<file path="config.mk">
export PLATFORM = sky130hd
export DESIGN_NAME = deskew_align_monitor
export DESIGN_NICKNAME = d
export VERILOG_FILES = /design/src/rtl/deskew_pkg.sv /design/src/rtl/deskew_align_monitor_tracker.sv /design/src/rtl/deskew_align_monitor.sv
export SDC_FILE = /design/constraint.sdc
export NUM_CORES = 1
export LEC_CHECK = 0
export ABC_AREA = 1
export BUFFER_PORTS_ARGS = -buffer_cell sky130_fd_sc_hd__buf_2
export CORE_UTILIZATION = 35
export DETAILED_ROUTE_END_ITERATION = 10
export PLACE_DENSITY = 0.63
export SYNTH_ARGS = -nofsm -noshare
export SYNTH_HDL_FRONTEND = slang
export SYNTH_SLANG_ARGS = --single-unit
</file>
<file path="constraint.sdc">
create_clock -name i_clock -period 6.2 [get_ports i_clock]
set_input_delay 0.31 -clock i_clock [delete_from_list [all_inputs] [get_ports i_clock]]
set_output_delay 0.31 -clock i_clock [all_outputs]
set_load 0.1 [all_outputs]
</file>
<file path="src/rtl/deskew_pkg.sv">
// Shared constants for the PCS lane deskew alignment monitor.
package deskew_pkg;

    localparam logic [2:0] ST_INIT     = 3'd0;
    localparam logic [2:0] ST_WAIT     = 3'd1;
    localparam logic [2:0] ST_CHECK    = 3'd2;
    localparam logic [2:0] ST_ALIGNED  = 3'd3;
    localparam logic [2:0] ST_RESYNC   = 3'd4;

    localparam int DEF_N_LANES   = 20;
    localparam int DEF_AM_PERIOD = 16384;

endpackage

</file>
<file path="src/rtl/deskew_align_monitor_tracker.sv">
// Alignment-marker period tracker: anchors on the first all-lane tag event
// and classifies each valid cycle as a good or bad AM event.
module am_period_tracker
    import deskew_pkg::*;
#(
    parameter int N_LANES   = DEF_N_LANES,
    parameter int AM_PERIOD = DEF_AM_PERIOD,
    parameter int NB_PERIOD = $clog2(AM_PERIOD)
) (
    input  logic               i_clock,
    input  logic               i_reset,
    input  logic               i_enable,
    input  logic               i_valid,
    input  logic               i_active,
    input  logic [N_LANES-1:0] i_sol_tags,
    output logic               o_good_event,
    output logic               o_bad_event
);

    localparam logic [NB_PERIOD-1:0] LP_LAST = NB_PERIOD'(AM_PERIOD - 1);

    logic [NB_PERIOD-1:0] r_cnt;
    logic                 r_anchor;
    logic                 w_step;
    logic                 w_any;
    logic                 w_all;
    logic                 w_slot;

    assign w_step = i_enable & i_active & i_valid;
    assign w_any  = |i_sol_tags;
    assign w_all  = &i_sol_tags;
    assign w_slot = (r_cnt == LP_LAST);

    // Before anchoring there is no slot: only partial events count as bad.
    assign o_good_event = w_step & w_all & (~r_anchor | w_slot);
    assign o_bad_event  = w_step & (r_anchor ? (w_slot ? ~w_all : w_any)
                                             : (w_any & ~w_all));

    always_ff @(posedge i_clock or posedge i_reset) begin
        if (i_reset) begin
            r_cnt    <= '0;
            r_anchor <= 1'b0;
        end else if (i_enable) begin
            if (!i_active) begin
                r_cnt    <= '0;
                r_anchor <= 1'b0;
            end else if (i_valid) begin
                if (!r_anchor) begin
                    if (w_all) begin
                        r_anchor <= 1'b1;
                        r_cnt    <= '0;
                    end
                end else begin
                    r_cnt <= w_slot ? '0 : r_cnt + 1'b1;
                end
            end
        end
    end

endmodule

</file>
<file path="src/rtl/deskew_align_monitor.sv">
// Post-deskew alignment supervisor: verifies per-period AM alignment across
// all lanes, reports align status and requests resync on failure.
module deskew_align_monitor
    import deskew_pkg::*;
#(
    parameter int N_LANES       = DEF_N_LANES,
    parameter int AM_PERIOD     = DEF_AM_PERIOD,
    parameter int NB_PERIOD     = $clog2(AM_PERIOD),
    parameter int N_GOOD        = 4,
    parameter int N_BAD         = 3,
    parameter int DONE_TIMEOUT  = 4 * AM_PERIOD,
    parameter int NB_TIMEOUT    = $clog2(DONE_TIMEOUT + 1),
    parameter int RESYNC_CYCLES = 4,
    parameter int NB_ERR        = 16
) (
    input  logic               i_clock,
    input  logic               i_reset,
    input  logic               i_enable,
    input  logic               i_valid,
    input  logic               i_deskew_done,
    input  logic               i_invalid_skew,
    input  logic [N_LANES-1:0] i_sol_tags,
    output logic [N_LANES-1:0] o_resync,
    output logic               o_align_status,
    output logic [NB_ERR-1:0]  o_error_count,
    output logic [2:0]         o_state
);

    localparam int NB_GOOD = $clog2(N_GOOD + 1);
    localparam int NB_BAD  = $clog2(N_BAD + 1);
    localparam int NB_RS   = $clog2(RESYNC_CYCLES + 1);

    logic [2:0]            r_state;
    logic [NB_TIMEOUT-1:0] r_tmo;
    logic [NB_GOOD-1:0]    r_good;
    logic [NB_BAD-1:0]     r_bad;
    logic [NB_RS-1:0]      r_rs_cnt;
    logic [NB_ERR-1:0]     r_err;
    logic                  r_align;
    logic [N_LANES-1:0]    r_resync;
    logic                  w_active;
    logic                  w_good;
    logic                  w_bad;
    logic                  w_err_max;

    assign w_active  = (r_state == ST_CHECK) || (r_state == ST_ALIGNED);
    assign w_err_max = (r_err == {NB_ERR{1'b1}});

    am_period_tracker #(
        .N_LANES   (N_LANES),
        .AM_PERIOD (AM_PERIOD),
        .NB_PERIOD (NB_PERIOD)
    ) u_tracker (
        .i_clock      (i_clock),
        .i_reset      (i_reset),
        .i_enable     (i_enable),
        .i_valid      (i_valid),
        .i_active     (w_active),
        .i_sol_tags   (i_sol_tags),
        .o_good_event (w_good),
        .o_bad_event  (w_bad)
    );

    always_ff @(posedge i_clock or posedge i_reset) begin
        if (i_reset) begin
            r_state  <= ST_INIT;
            r_tmo    <= '0;
            r_good   <= '0;
            r_bad    <= '0;
            r_rs_cnt <= '0;
            r_err    <= '0;
            r_align  <= 1'b0;
            r_resync <= '0;
        end else if (i_enable) begin
            case (r_state)
                ST_INIT: begin
                    r_state <= ST_WAIT;
                end
                ST_WAIT: begin
                    if (i_invalid_skew) begin
                        r_state  <= ST_RESYNC;
                        r_resync <= '1;
                        r_rs_cnt <= '0;
                    end else if (i_deskew_done) begin
                        r_state <= ST_CHECK;
                        r_good  <= '0;
                        r_bad   <= '0;
                    end else if (i_valid) begin
                        if (r_tmo == NB_TIMEOUT'(DONE_TIMEOUT - 1)) begin
                            r_state  <= ST_RESYNC;
                            r_resync <= '1;
                            r_rs_cnt <= '0;
                        end else begin
                            r_tmo <= r_tmo + 1'b1;
                        end
                    end
                end
                ST_CHECK, ST_ALIGNED: begin
                    // Losing deskew done returns to waiting without a resync.
                    if (!i_deskew_done) begin
                        r_state <= ST_WAIT;
                        r_align <= 1'b0;
                        r_tmo   <= '0;
                        r_good  <= '0;
                        r_bad   <= '0;
                    end else if (w_good) begin
                        r_bad <= '0;
                        if (r_state == ST_CHECK) begin
                            if (r_good == NB_GOOD'(N_GOOD - 1)) begin
                                r_state <= ST_ALIGNED;
                                r_align <= 1'b1;
                            end else begin
                                r_good <= r_good + 1'b1;
                            end
                        end
                    end else if (w_bad) begin
                        r_good <= '0;
                        if (!w_err_max)
                            r_err <= r_err + 1'b1;
                        if (r_bad == NB_BAD'(N_BAD - 1)) begin
                            r_state  <= ST_RESYNC;
                            r_align  <= 1'b0;
                            r_resync <= '1;
                            r_rs_cnt <= '0;
                        end else begin
                            r_bad <= r_bad + 1'b1;
                        end
                    end
                end
                ST_RESYNC: begin
                    if (r_rs_cnt == NB_RS'(RESYNC_CYCLES - 1)) begin
                        r_state  <= ST_WAIT;
                        r_resync <= '0;
                        r_tmo    <= '0;
                        r_good   <= '0;
                        r_bad    <= '0;
                    end else begin
                        r_rs_cnt <= r_rs_cnt + 1'b1;
                    end
                end
                default: begin
                    r_state <= ST_INIT;
                end
            endcase
        end
    end

    assign o_state        = r_state;
    assign o_align_status = r_align;
    assign o_error_count  = r_err;
    assign o_resync       = r_resync;

endmodule

</file>
==> results.md <==
- Post-synthesis sequential area ratio: 38.0%
- Final period util: 42.7%
- Global-route usage over all layers: 16.4%
- Pre-antenna DRT Iters: 5
- Final min period: 2.65 ns
- Die area: 11900 um2
- # diodes: 0
- Pin count of the biggest net entering global routing: 62
- Layout cells sized above 1: 17.9%
- Tightest Pin Transition: 0.778 ns
- Cell count after synthesis: 556
- Die Ht: 109 um
- # port buffers: 65
- Worst clock skew: 0.00489 ns
- Max cap viols: 0
- First-pass GRT wire length: 15.4 mm
- Status: completed
- Syn Nets: 591
- Reg-to-Reg Start: r_tmo[0]
- Syn avg cell area: 7.22 um2
- Clock Path Buffers: 2
- Core area: 11000 um2
- Die Wd: 109 um
- Worst-skew pair later-pin latency: 0.33 ns
- Reg2reg end: r_tmo[5]
- RSZ-0062 raised after global routing: no
- CTS tree: done
- Synth Cell Area: 4010 um2
- Post-CTS setup buffer count: 0
- Dpl hpwl: 6.79 mm
- Clk pin slew, worst setup/hold paths: 0.06 ns
- FF-to-FF setup slack: 3.55 ns
- First-iteration detailed-routing DRC count: 135
- Fin. max-slew vios: 0
- Worst-path fanout max: 17
- # IOs: 66
- H-tree levels: 3
- Nets: 643
- Slew HR: 48.0%
- GRT Residual Overflow: 0
- Yosys warns: 0
- Area contributors post-synth: dfrtp_1 38%, nand2_1 15%, nor2_1 6.5%, inv_1 5.3%, nand3_1 4.1%
- Startpoint types: flip-flop
- Clock root buffer: clkbuf_16
- Hold buffers post-CTS: 0
- Worst EP arrival: 2.85 ns
- Final Cell Area: 4660 um2
- Worst Path Required: 6.40 ns
- Post-CTS Resized: 0
- Vias per inst: 4.86
- Post-synthesis register bit count: 61
- Peak supply drop: 0.472 mV
- Area leader, netlist: dfrtp_1
- Synth top area share: 38.0%
- Row Count: 38
- Pleak: 0.00224 uW
- Filler Cell Count: 1116
- Number of remaining DRC errors: 0
- Final setup vio count: 0
- Reg2Reg Depth: 14
- Via count: 3662
- Post-route ant nets: 0
- Syn-to-layout area delta: 16.2%
- Final wirelength: 9.22 mm
- Placed Area: 4340 um2
- Cell variety after synth: 40
- TNS Setup: 0 ns
- Critical path endpoint category: flip-flop
- Gpl congestion: 0.878
- P per Cell Area: 462 nW/um2
- Starting Density: 36.5%
- Worst hold path type: input port to asynchronous set/reset pin
- Initial antenna violation count: 0
- Sink Count: 61
- F_max: 0.378 GHz
- Critical path class: flip-flop to flip-flop
- Num CTS Buffers: 9
- Final hold violations: 0
- Vias in the first global route: 3481
- WL per Instance: 12.2 um
-- metrics by stage --
step | worst slack (ns) | utilization [%] | hold slack [ns] | total power, uW | instances
6_report | 3.55 | 42.5 | 0.207 | 2150 | 753
4_1_cts | 3.52 | 42.5 | 0.251 | 2160 | 753
2_1_floorplan | 3.82 | - | 0.442 | 1530 | 556
5_1_grt | 3.16 | 42.5 | 0.311 | 2250 | 753
3_3_place_gp | 3.60 | 39.5 | 0.459 | 1600 | 737
3_5_place_dp | 3.53 | 39.5 | 0.460 | 1610 | 737
-- critical path, stage by stage, from the launching register on --
cell and delay, ns:
dfrtp_1 0.39, ha_1 0.22, nand3_1 0.15, inv_1 0.10
nand2_1 0.06, or3_1 0.33, nor3_1 0.15, ha_1 0.17
inv_1 0.04, nand3_1 0.07, nand2_1 0.06, nand2_2 0.28
inv_2 0.16, nand2_1 0.24, o22ai_1 0.11
-- final cells by class --
| cell class | instances | area, um2 | area share (%) |
|---|---|---|---|
| Clock buffer | 9 | 225 | 4.83 |
| Tap cell | 140 | 175 | 3.76 |
| Multi-Input combinational cell | 408 | 2070 | 44.3 |
| Clock inverter | 7 | 98.8 | 2.12 |
| Timing Repair Buffer | 66 | 333 | 7.14 |
| Sequential cell | 61 | 1530 | 32.7 |
| Inverter | 62 | 238 | 5.10 |
-- sequential cells by signal, indices dropped and copies added (netlist names) --
name and count:
o_error_count 16, u_tracker.r_anchor 1, r_tmo 17, o_align_status 1, o_resync 1, r_good 3, u_tracker.r_cnt 14, r_bad 2
o_state 3, r_rs_cnt 3
-- layout by cell type (no fill, tap or decap), types with 8 or more instances in the layout --
cell type and n:
nor2_1 70, nand3_1 33, clkbuf_16 9, o22ai_1 9, buf_2 65, ha_1 9
o21ai_0 21, a21oi_1 8, nand2_1 157, inv_1 56, xnor2_1 12, nor3_1 17
xor2_1 14, nand4_1 16, dfrtp_1 61
-- synth_stat cells (all sizes together) --
cell,count
o21a,2
nand3b,1
nor2,73
ha,9
xnor2,12
o21bai,2
buf,24
xor2,14
clkbuf,1
a2bb2oi,1
nor4,4
or3,1
or2,4
o22ai,9
nor3b,1
nand2,162
and2,1
a21oi,8
nor3,19
o31ai,3
a31oi,1
dfrtp,61
inv,62
o21ai,28
nand3,36
nand4,17
-- metal layers --
metal | vias to the layer above | GRT usage, % | share of wire, %
met1 | 1688 | 21.1 | 47
li1 | 1891 | - | -
met3 | 10 | 3.59 | 4.8
met5 | - | 0 | 0
met2 | 73 | 27.3 | 47
met4 | 0 | 4.83 | 1.0
-- where the power goes --
part / switching (uW) / total (uW) / internal, uW / leakage, uW
Sequential: 75.0 / 532 / 457 / 0.000816
Combinational: 908 / 1070 / 165 / 0.00128
Clock: 196 / 549 / 353 / 0.000144
Total: 1180 / 2150 / 974 / 0.00224
-- how the worst max path moves through the flow --
stage                           from    endpoint  slack (ns)  depth (start not counted)
after floorplan           o_state[1]  o_state[2]        3.82                         11
after global placement      r_tmo[0]    r_tmo[6]        3.60                         14
after detailed placement    r_tmo[0]    r_tmo[6]        3.53                         14
after CTS                   r_tmo[0]    r_tmo[5]        3.52                         14
after global routing        r_tmo[0]    r_tmo[2]        3.16                         14
final                       r_tmo[0]    r_tmo[5]        3.55                         14
-- cells by family after synthesis --
kind of cell	Yosys count	share of synthesized area, %
AOI/OAI and AO/OA	54	7.95
adders and majority gates	9	2.81
and+or+nand+nor	319	35.1
xor gates and xnor gates	26	5.68
DFF	61	38.0
buffers and inverters	87	10.4
Power figures use the tool's default switching activity.
